--- src/rtl/serial_mag_compare_ctrl.sv ---
// serial_mag_compare_ctrl: walks a shared 2-bit magnitude slice over two WIDTH-bit operands, MSB pair first.
// Define SERIAL_CMP_EARLY_EXIT_EN to finish on the first differing pair; otherwise latency is always WIDTH/2.
module serial_mag_compare_ctrl #(
    parameter int WIDTH = 8
) (
    input  logic             clk,
    input  logic             rst,
    input  logic             start,
    input  logic [WIDTH-1:0] a_in,
    input  logic [WIDTH-1:0] b_in,
    output logic [1:0]       slice_a,
    output logic [1:0]       slice_b,
    input  logic             slice_gt,
    input  logic             slice_eq,
    input  logic             slice_lt,
    output logic             busy,
    output logic             done,
    output logic             gt,
    output logic             eq,
    output logic             lt,
    output logic             err
);
    localparam int NDIG = WIDTH / 2;
    localparam int IW = (NDIG > 1) ? $clog2(NDIG) : 1;

    typedef enum logic [1:0] {IDLE, CMP, DONE} state_t;

    state_t           state, state_n;
    logic [IW-1:0]    idx, idx_n;
    logic [WIDTH-1:0] a_reg, a_reg_n, b_reg, b_reg_n;
    logic             gt_n, eq_n, lt_n, err_n;
    logic             bad_slice, last;
`ifndef SERIAL_CMP_EARLY_EXIT_EN
    logic             decided, decided_n;
`endif

    assign busy      = (state == CMP);
    assign done      = (state == DONE);
    assign slice_a   = busy ? a_reg[{idx, 1'b0} +: 2] : 2'b00;
    assign slice_b   = busy ? b_reg[{idx, 1'b0} +: 2] : 2'b00;
    assign bad_slice = !$onehot({slice_gt, slice_eq, slice_lt});
    assign last      = (idx == '0);

    always_comb begin
        state_n = state;
        idx_n   = idx;
        a_reg_n = a_reg;
        b_reg_n = b_reg;
        gt_n    = gt;
        eq_n    = eq;
        lt_n    = lt;
        err_n   = err;
`ifndef SERIAL_CMP_EARLY_EXIT_EN
        decided_n = decided;
`endif
        case (state)
            IDLE: begin
                if (start) begin
                    state_n = CMP;
                    idx_n   = IW'(NDIG - 1);
                    a_reg_n = a_in;
                    b_reg_n = b_in;
                    gt_n    = 1'b0;
                    eq_n    = 1'b0;
                    lt_n    = 1'b0;
                    err_n   = 1'b0;
`ifndef SERIAL_CMP_EARLY_EXIT_EN
                    decided_n = 1'b0;
`endif
                end
            end
            CMP: begin
                err_n = err | bad_slice;
`ifdef SERIAL_CMP_EARLY_EXIT_EN
                if (!slice_eq) begin
                    gt_n    = slice_gt;
                    lt_n    = slice_lt;
                    state_n = DONE;
                end else if (last) begin
                    eq_n    = 1'b1;
                    state_n = DONE;
                end else begin
                    idx_n = idx - 1'b1;
                end
`else
                // Only the first differing pair may write the result; later pairs are walked for constant latency.
                if (!slice_eq && !decided) begin
                    decided_n = 1'b1;
                    gt_n      = slice_gt;
                    lt_n      = slice_lt;
                end
                if (last) begin
                    eq_n    = !decided && slice_eq;
                    state_n = DONE;
                end else begin
                    idx_n = idx - 1'b1;
                end
`endif
            end
            DONE:    state_n = IDLE;
            default: state_n = IDLE;
        endcase
    end

    always_ff @(posedge clk or posedge rst) begin
        if (rst) begin
            state <= IDLE;
            idx   <= '0;
            a_reg <= '0;
            b_reg <= '0;
            gt    <= 1'b0;
            eq    <= 1'b0;
            lt    <= 1'b0;
            err   <= 1'b0;
`ifndef SERIAL_CMP_EARLY_EXIT_EN
            decided <= 1'b0;
`endif
        end else begin
            state <= state_n;
            idx   <= idx_n;
            a_reg <= a_reg_n;
            b_reg <= b_reg_n;
            gt    <= gt_n;
            eq    <= eq_n;
            lt    <= lt_n;
            err   <= err_n;
`ifndef SERIAL_CMP_EARLY_EXIT_EN
            decided <= decided_n;
`endif
        end
    end
endmodule

--- config.mk ---
export PLATFORM = sky130hd
export DESIGN_NAME = serial_mag_compare_ctrl
export DESIGN_NICKNAME = d
export VERILOG_FILES = /design/src/rtl/serial_mag_compare_ctrl.sv
export SDC_FILE = /design/constraint.sdc
export NUM_CORES = 1
export LEC_CHECK = 0
export CORE_UTILIZATION = 42
export DETAILED_ROUTE_END_ITERATION = 10
export PLACE_DENSITY_LB_ADDON = 0.25
export SYNTH_ARGS = -nofsm -noshare
export SYNTH_HDL_FRONTEND = slang
export SYNTH_SLANG_ARGS = --single-unit
--- constraint.sdc ---
create_clock -name clk -period 1.3 [get_ports clk]
set_input_delay 0.195 -clock clk [delete_from_list [all_inputs] [get_ports clk]]
set_output_delay 0.195 -clock clk [all_outputs]
set_load 0.02 [all_outputs]
* After elaboration in Yosys (flattened, before gate mapping)
Index checks and enable logic that the tools add are counted.
** Operators by class
- Shift-type cells :: 2
- Add/subtract/negate cells :: 3
- Bitwise logic cells :: 1
- Reduce and logical (&&, ||, !) cells :: 14
- Muxes and demuxes :: 18
- Equality and inequality tests :: 7
** Operators by type and width (number)
- 8-bit by 4-bit indexed part select with 2-bit output :: 2
- 2-bit two-way mux :: 6
- 1-bit case mux with 2 select lines :: 5
- 3-bit AND reduction :: 3
- 2-bit case mux with 2 select lines :: 2
- 2-bit AND reduction :: 3
- 1-bit two-way mux :: 5
- 2-bit by 1-bit equality test with 1-bit output, second input constant :: 2
- 2-bit zero test :: 2
- 2-bit by 1-bit inequality test with 1-bit output, second input constant :: 2
- 2-bit inequality test, second input constant :: 2
- 1-bit zero test :: 3
- 1-bit by 1-bit adder with 2-bit output :: 1
- 2-bit by 1-bit adder with 2-bit output :: 1
- 2-bit equality test, second input constant :: 1
- 1-bit logical AND :: 2
- 2-bit nonzero test :: 1
- 2-bit by 1-bit subtractor with 2-bit output, second input constant :: 1
- 1-bit OR :: 1
** Storage, ports and cells
- Register bits :: 25
- Input port bits :: 22
- Output and inout port bits :: 10
- Word-level logic and storage cells :: 54

* Longest topological paths before layout
Gate-level depths: netlist of the first run.
- Depth after elaboration :: 6
- Depth in mapped cells :: 6
- Mapped depth without buffers :: 5

* Worst setup path before layout of the first run
OpenSTA, ideal clock, no wires.
- Path kind :: flip-flop to flip-flop
- From :: register idx[0]
- To :: register idx[1]
- Required time :: 1221 ps
- Path buffers :: 1
- Arrival :: 1331 ps
- Stages on the path, launching flop included :: 7
- Library setup time :: 79 ps
- Clock period less this slack :: 1410 ps
- Setup slack :: -110 ps
- Cell sequence :: dfrtp_1 -> buf_2 -> inv_1 -> ha_1 -> nor3b_1 -> or2_1 -> a2bb2oi_1
** Between the ends
- Longest elaborated chain between the ends :: 3
- Elaborated cells on any way between the ends :: 6
- Those cells by class :: add/sub: 1; eq/ne: 1; mux: 2; reduce/logical: 2
** RTL lines
- from (decl) :: line 29 : logic [IW-1:0] idx, idx_n;
- from (signal assigned) :: line 120 : idx <= idx_n;
- 2-bit by 1-bit subtractor with 2-bit output or 2-bit zero test (tied branches) :: line 96, 42
- 2-bit two-way mux or 2-bit inequality test (tied branches)
- 2-bit case mux with 2 select lines or 3-bit AND reduction (tied branches)
Several ways; a longest one is shown, not always the timed one. The select of a mux whose other input is x is not followed.
A chain may end at the register's enable or synchronous reset.

* Worst setup path after layout of the first run
- From :: register idx[0]
- To :: output port slice_b[0]
** Between the ends
- Longest elaborated chain between the ends :: 2
** RTL lines
- 8-bit by 4-bit indexed part select with 2-bit output :: line 40 : assign slice_b = busy ? b_reg[{idx, 1'b0} +: 2] : 2'b00;
- 2-bit two-way mux :: line 40
- to (decl) :: line 12 : output logic [1:0] slice_b,
Every way passes these cells.

==> impl_results.html, run 1 <==
<table>
<tr><th>Metric</th><th>Value</th></tr>
<tr><th colspan="2">Worst setup path</th></tr>
<tr><td>Startpoint-to-endpoint class of the critical path</td><td>reg -&gt; out</td></tr>
<tr><td>Crit path buffers/inverters</td><td>2</td></tr>
<tr><td>Longest individual stage delay on the worst path</td><td>between 400 and 500 ps</td></tr>
<tr><td>Endpoint arrival time on the critical path</td><td>1680 ps</td></tr>
<tr><td>Worst Setup End Kind</td><td>primary output</td></tr>
<tr><td>Crit path max fanout</td><td>5</td></tr>
<tr><td>Endpoint required time on the critical path</td><td>1110 ps</td></tr>
<tr><td>Worst setup slack for register-to-register paths</td><td>-200 ps</td></tr>
<tr><td>Crit start category</td><td>register</td></tr>
<tr><td>Cells along the critical path</td><td>buf_6 -&gt; mux4_2 -&gt; and2_4 -&gt; buf_6</td></tr>
<tr><td>Slowest cell on the critical path</td><td>mux4_2</td></tr>
<tr><td>Cell family with the largest share of critical-path delay</td><td>multiplexers</td></tr>
<tr><td>Cell occurring most often along the worst timing path</td><td>buf_6</td></tr>
<tr><th colspan="2">Final layout</th></tr>
<tr><td>Final cell count without fillers</td><td>203</td></tr>
<tr><td>Area growth from synthesis to layout</td><td>66.0%</td></tr>
<tr><td>Fraction of final layout cells with drive strength greater than 1</td><td>46.8%</td></tr>
<tr><td>Final cell utilization of the core</td><td>75.7%</td></tr>
<tr><td>Net total in the final layout</td><td>198</td></tr>
<tr><td>Antenna Cells</td><td>0</td></tr>
<tr><th colspan="2">Run status</th></tr>
<tr><td>Violations in the final reports</td><td>setup timing</td></tr>
<tr><td>Status</td><td>finished, violations left</td></tr>
<tr><th colspan="2">Routing</th></tr>
<tr><td>Met3 wire length</td><td>102 um</td></tr>
<tr><td>Average vias per placed instance</td><td>5.10</td></tr>
<tr><td>Starting DRT DRC Count</td><td>18</td></tr>
<tr><td>M1 WL</td><td>about 1200 um</td></tr>
<tr><td>Residual DRC count</td><td>0</td></tr>
<tr><td>Top Layer Used</td><td>met4</td></tr>
<tr><td>Routed vias</td><td>slightly above 1000</td></tr>
<tr><td>Overall routed net length</td><td>between 2000 and 3000 um</td></tr>
<tr><td>Routed wire length per instance</td><td>between 10 and 15 um</td></tr>
<tr><td>Detailed-router iteration count before antenna repair</td><td>4</td></tr>
<tr><td>Length of routed met2 wiring</td><td>between 1500 and 2000 um</td></tr>
<tr><td>Antenna Nets Post-Route</td><td>0</td></tr>
<tr><th colspan="2">Clock tree</th></tr>
<tr><td>Clock slew at reported path FFs</td><td>140 ps</td></tr>
<tr><td>CTS buffer count</td><td>3</td></tr>
<tr><td>CTS Root Cell</td><td>clkbuf_4</td></tr>
<tr><td>Worst skew pair latency</td><td>310 ps</td></tr>
<tr><td>TritonCTS clock tree</td><td>done</td></tr>
<tr><td>Buffers from clock root to sink, at most</td><td>2</td></tr>
<tr><td>CTS H-tree depth</td><td>1</td></tr>
<tr><td>Clk sink count</td><td>25</td></tr>
<tr><th colspan="2">Floorplanning</th></tr>
<tr><td>Die Footprint</td><td>0.00298 sq mm</td></tr>
<tr><td>Floorplan row count</td><td>18</td></tr>
<tr><td>Initial core utilization</td><td>45.6%</td></tr>
<tr><td>Floorplan die width</td><td>54.6 um</td></tr>
<tr><td>Core Region</td><td>0.00254 sq mm</td></tr>
<tr><td># IOs</td><td>32</td></tr>
<tr><td>Die extent in y</td><td>54.6 um</td></tr>
<tr><th colspan="2">Global routing</th></tr>
<tr><td>Global-route wire length before repair</td><td>about 4300 um</td></tr>
<tr><td>Vias in the first global route</td><td>between 900 and 1000</td></tr>
<tr><td>Aggregate global routing overflow</td><td>0</td></tr>
<tr><td>Largest net degree at the start of global routing</td><td>26</td></tr>
<tr><td>GRT Overall Usage</td><td>21.5%</td></tr>
<tr><td>Number of antenna violations at the first check in global routing</td><td>0</td></tr>
<tr><th colspan="2">Power</th></tr>
<tr><td>Pwr/cell area</td><td>2380 mW/mm^2</td></tr>
<tr><td>Peak ir drop on the vdd network</td><td>0.00165 V</td></tr>
<tr><td>Leakage</td><td>0.963 nW</td></tr>
<tr><th colspan="2">Logic synthesis</th></tr>
<tr><td>Flops &amp; latches, synth</td><td>25</td></tr>
<tr><td>Fraction of the mapped netlist area in simple logic gates</td><td>around a quarter</td></tr>
<tr><td>Mapped Nets</td><td>139</td></tr>
<tr><td>Cell variety after synth</td><td>25</td></tr>
<tr><td>Post-synthesis instance area</td><td>between 0.001 and 0.0015 sq mm</td></tr>
<tr><td>Mux share of post-synthesis cell area</td><td>approximately 7.8%</td></tr>
<tr><td>Synth Area in Compound Gates</td><td>about 4.4%</td></tr>
<tr><td>Gate count of the mapped netlist</td><td>115</td></tr>
<tr><td>Number of warnings printed during yosys synthesis</td><td>0</td></tr>
<tr><td>Post-synthesis share of cell area spent on xor and xnor gates</td><td>0%</td></tr>
<tr><td>Register area share after synthesis</td><td>53.9%</td></tr>
<tr><td>Largest family of logic cells by synthesized area</td><td>simple AND/OR/NAND/NOR gates</td></tr>
<tr><td>Average instance area after synthesis</td><td>10.1 sq um</td></tr>
<tr><td>Adder and majority cell fraction of the synthesized area</td><td>2.80%</td></tr>
<tr><th colspan="2">Place</th></tr>
<tr><td>Post-detailed-placement half-perimeter wirelength</td><td>1860 um</td></tr>
<tr><td>Cell count after placement</td><td>188</td></tr>
<tr><td>Port Buffer Count</td><td>31</td></tr>
<tr><td>Weighted congestion at the end of routability-driven global placement</td><td>a little over 0.7</td></tr>
<tr><th colspan="2">Timing</th></tr>
<tr><td>Worst hold margin</td><td>193 ps</td></tr>
<tr><td>Total count of max-transition violations in the final report</td><td>0</td></tr>
<tr><td>Worst relative slew slack</td><td>78.5%</td></tr>
<tr><td>Final worst clock skew</td><td>2.09 ps</td></tr>
<tr><td>Final count of hold timing violations</td><td>0</td></tr>
<tr><td>Total setup violations reported at the end of the flow</td><td>28</td></tr>
<tr><td>Crit share post-route</td><td>144%</td></tr>
<tr><td>Final critical delay including setup and external delays</td><td>1880 ps</td></tr>
<tr><td>Transition time at the pin with the least slew margin</td><td>323 ps</td></tr>
<tr><td>Setup repair after global routing missed its margin</td><td>yes</td></tr>
<tr><td>FMAX</td><td>0.533 GHz</td></tr>
<tr><td>Setup slack after layout</td><td>-575 ps</td></tr>
<tr><th colspan="2">Worst hold path</th></tr>
<tr><td>Hold Path Class</td><td>in -&gt; reg</td></tr>
<tr><th colspan="2">Flow run</th></tr>
<tr><td>Max cap viols</td><td>0</td></tr>
</table>
## cells in the mapped netlist
library cell | number | share of area, %
buf_4 | 1 | 0.65
a21oi_1 | 2 | 0.86
and2_1 | 4 | 2.2
o31ai_1 | 1 | 0.65
buf_6 | 2 | 1.9
or3b_1 | 1 | 0.76
nor3b_1 | 2 | 1.3
a22o_1 | 2 | 1.5
fa_1 | 1 | 1.7
or2_1 | 1 | 0.54
mux4_2 | 4 | 7.8
nor4b_2 | 1 | 1.3
a21o_1 | 1 | 0.65
dfrtp_1 | 25 | 54
ha_1 | 1 | 1.1
nand3b_1 | 1 | 0.65
nand3_1 | 1 | 0.43
nand2b_1 | 1 | 0.54
nor2_1 | 2 | 0.65
a2bb2oi_1 | 1 | 0.76
nor2b_1 | 2 | 1.1
buf_2 | 2 | 0.86
nor3_1 | 1 | 0.43
inv_1 | 7 | 2.3
nand2_1 | 48 | 16
## power breakdown
part | total [mW] | internal (mW) | switching (mW)
sequential | 1.48 | 1.15 | 0.335
clock | 0.357 | 0.115 | 0.242
combinational | 2.74 | 1.58 | 1.15
## worst paths after layout
kind                                from    endpoint  cells past startpoint
worst max-delay path              idx[0]  slice_b[0]                      4
worst min-delay path            slice_lt          lt                      2
worst max register to register    idx[0]      idx[1]                      7
worst min register to register  b_reg[7]    b_reg[7]                      2
max in group asynchronous            rst      idx[0]                      3
min in group asynchronous            rst         err                      3
## cells in the final DEF, fill, tap and decap left out, types with 3 or more instances in the layout
master	instances
nand2_1	27
dfrtp_1	23
buf_6	19
clkdlybuf4s50_1	19
nand2_2	18
buf_4	14
inv_1	6
dlygate4sd2_1	5
mux4_2	4
and2_4	4
nand2_4	3
clkbuf_4	3
## metal layers
layer	track usage (%)	vias up
met2	36.2	27
met4	7.26	0
met1	27.8	518
li1	-	483
met5	0	-
met3	4.17	8
## final cells by class
| type | count | area [sq um] |
|---|---|---|
| flip-flops and latches | 25 | 628 |
| multi-input cells | 78 | 626 |
| fillers | 166 | 619 |
| repair buffers | 59 | 581 |
| well taps | 30 | 37.5 |
| inverters | 7 | 26.3 |
| clock buffers | 3 | 22.5 |
| clock inverters | 1 | 5.00 |
## timing repair
item | 4_1_cts | 5_1_grt
hold buffers | 0 | 0
gates cloned | 1 | 0
setup endpoints to repair | 34 | 31
buffers inserted | 8 | 3
pin swaps | 44 | 5
gates resized for setup | 78 | 19
## worst register-to-register path: stages, from the launching register on
cell and delay [ps]:
dfrtp_2 480, buf_6 130, buf_4 100, inv_2 30, ha_4 160, nor3b_4 220, or2_1 170, a2bb2oi_2 140
## cells by family after synthesis
| logic type | count (synthesis) |
|---|---|
| buffers and inverters | 12 |
| flip-flops | 25 |
| AND/OR/NAND/NOR | 65 |
| AO/OA/AOI/OAI | 7 |
| multiplexers | 4 |
| adder cells (fa/ha/maj) | 2 |
## metrics by stage
step	instance area [sq um]	setup WS (ps)	power, mW	TNS, ps
floorplan	1180	-8.75	2.61	-35.0
global placement	1620	-644	3.35	-7420
detailed placement	1620	-659	3.42	-7900
CTS	1840	-543	4.24	-3320
global route	1930	-639	4.84	-5660
finish	1930	-575	4.58	-4390
Note: power is estimated with default switching activity, not from simulation.
==> run 2: changes to the inputs <==
Settings changed: CAP_MARGIN set to 40.
==> results of run 2 <==
The final DEF is identical to that of run 1; final timing and power are the same.
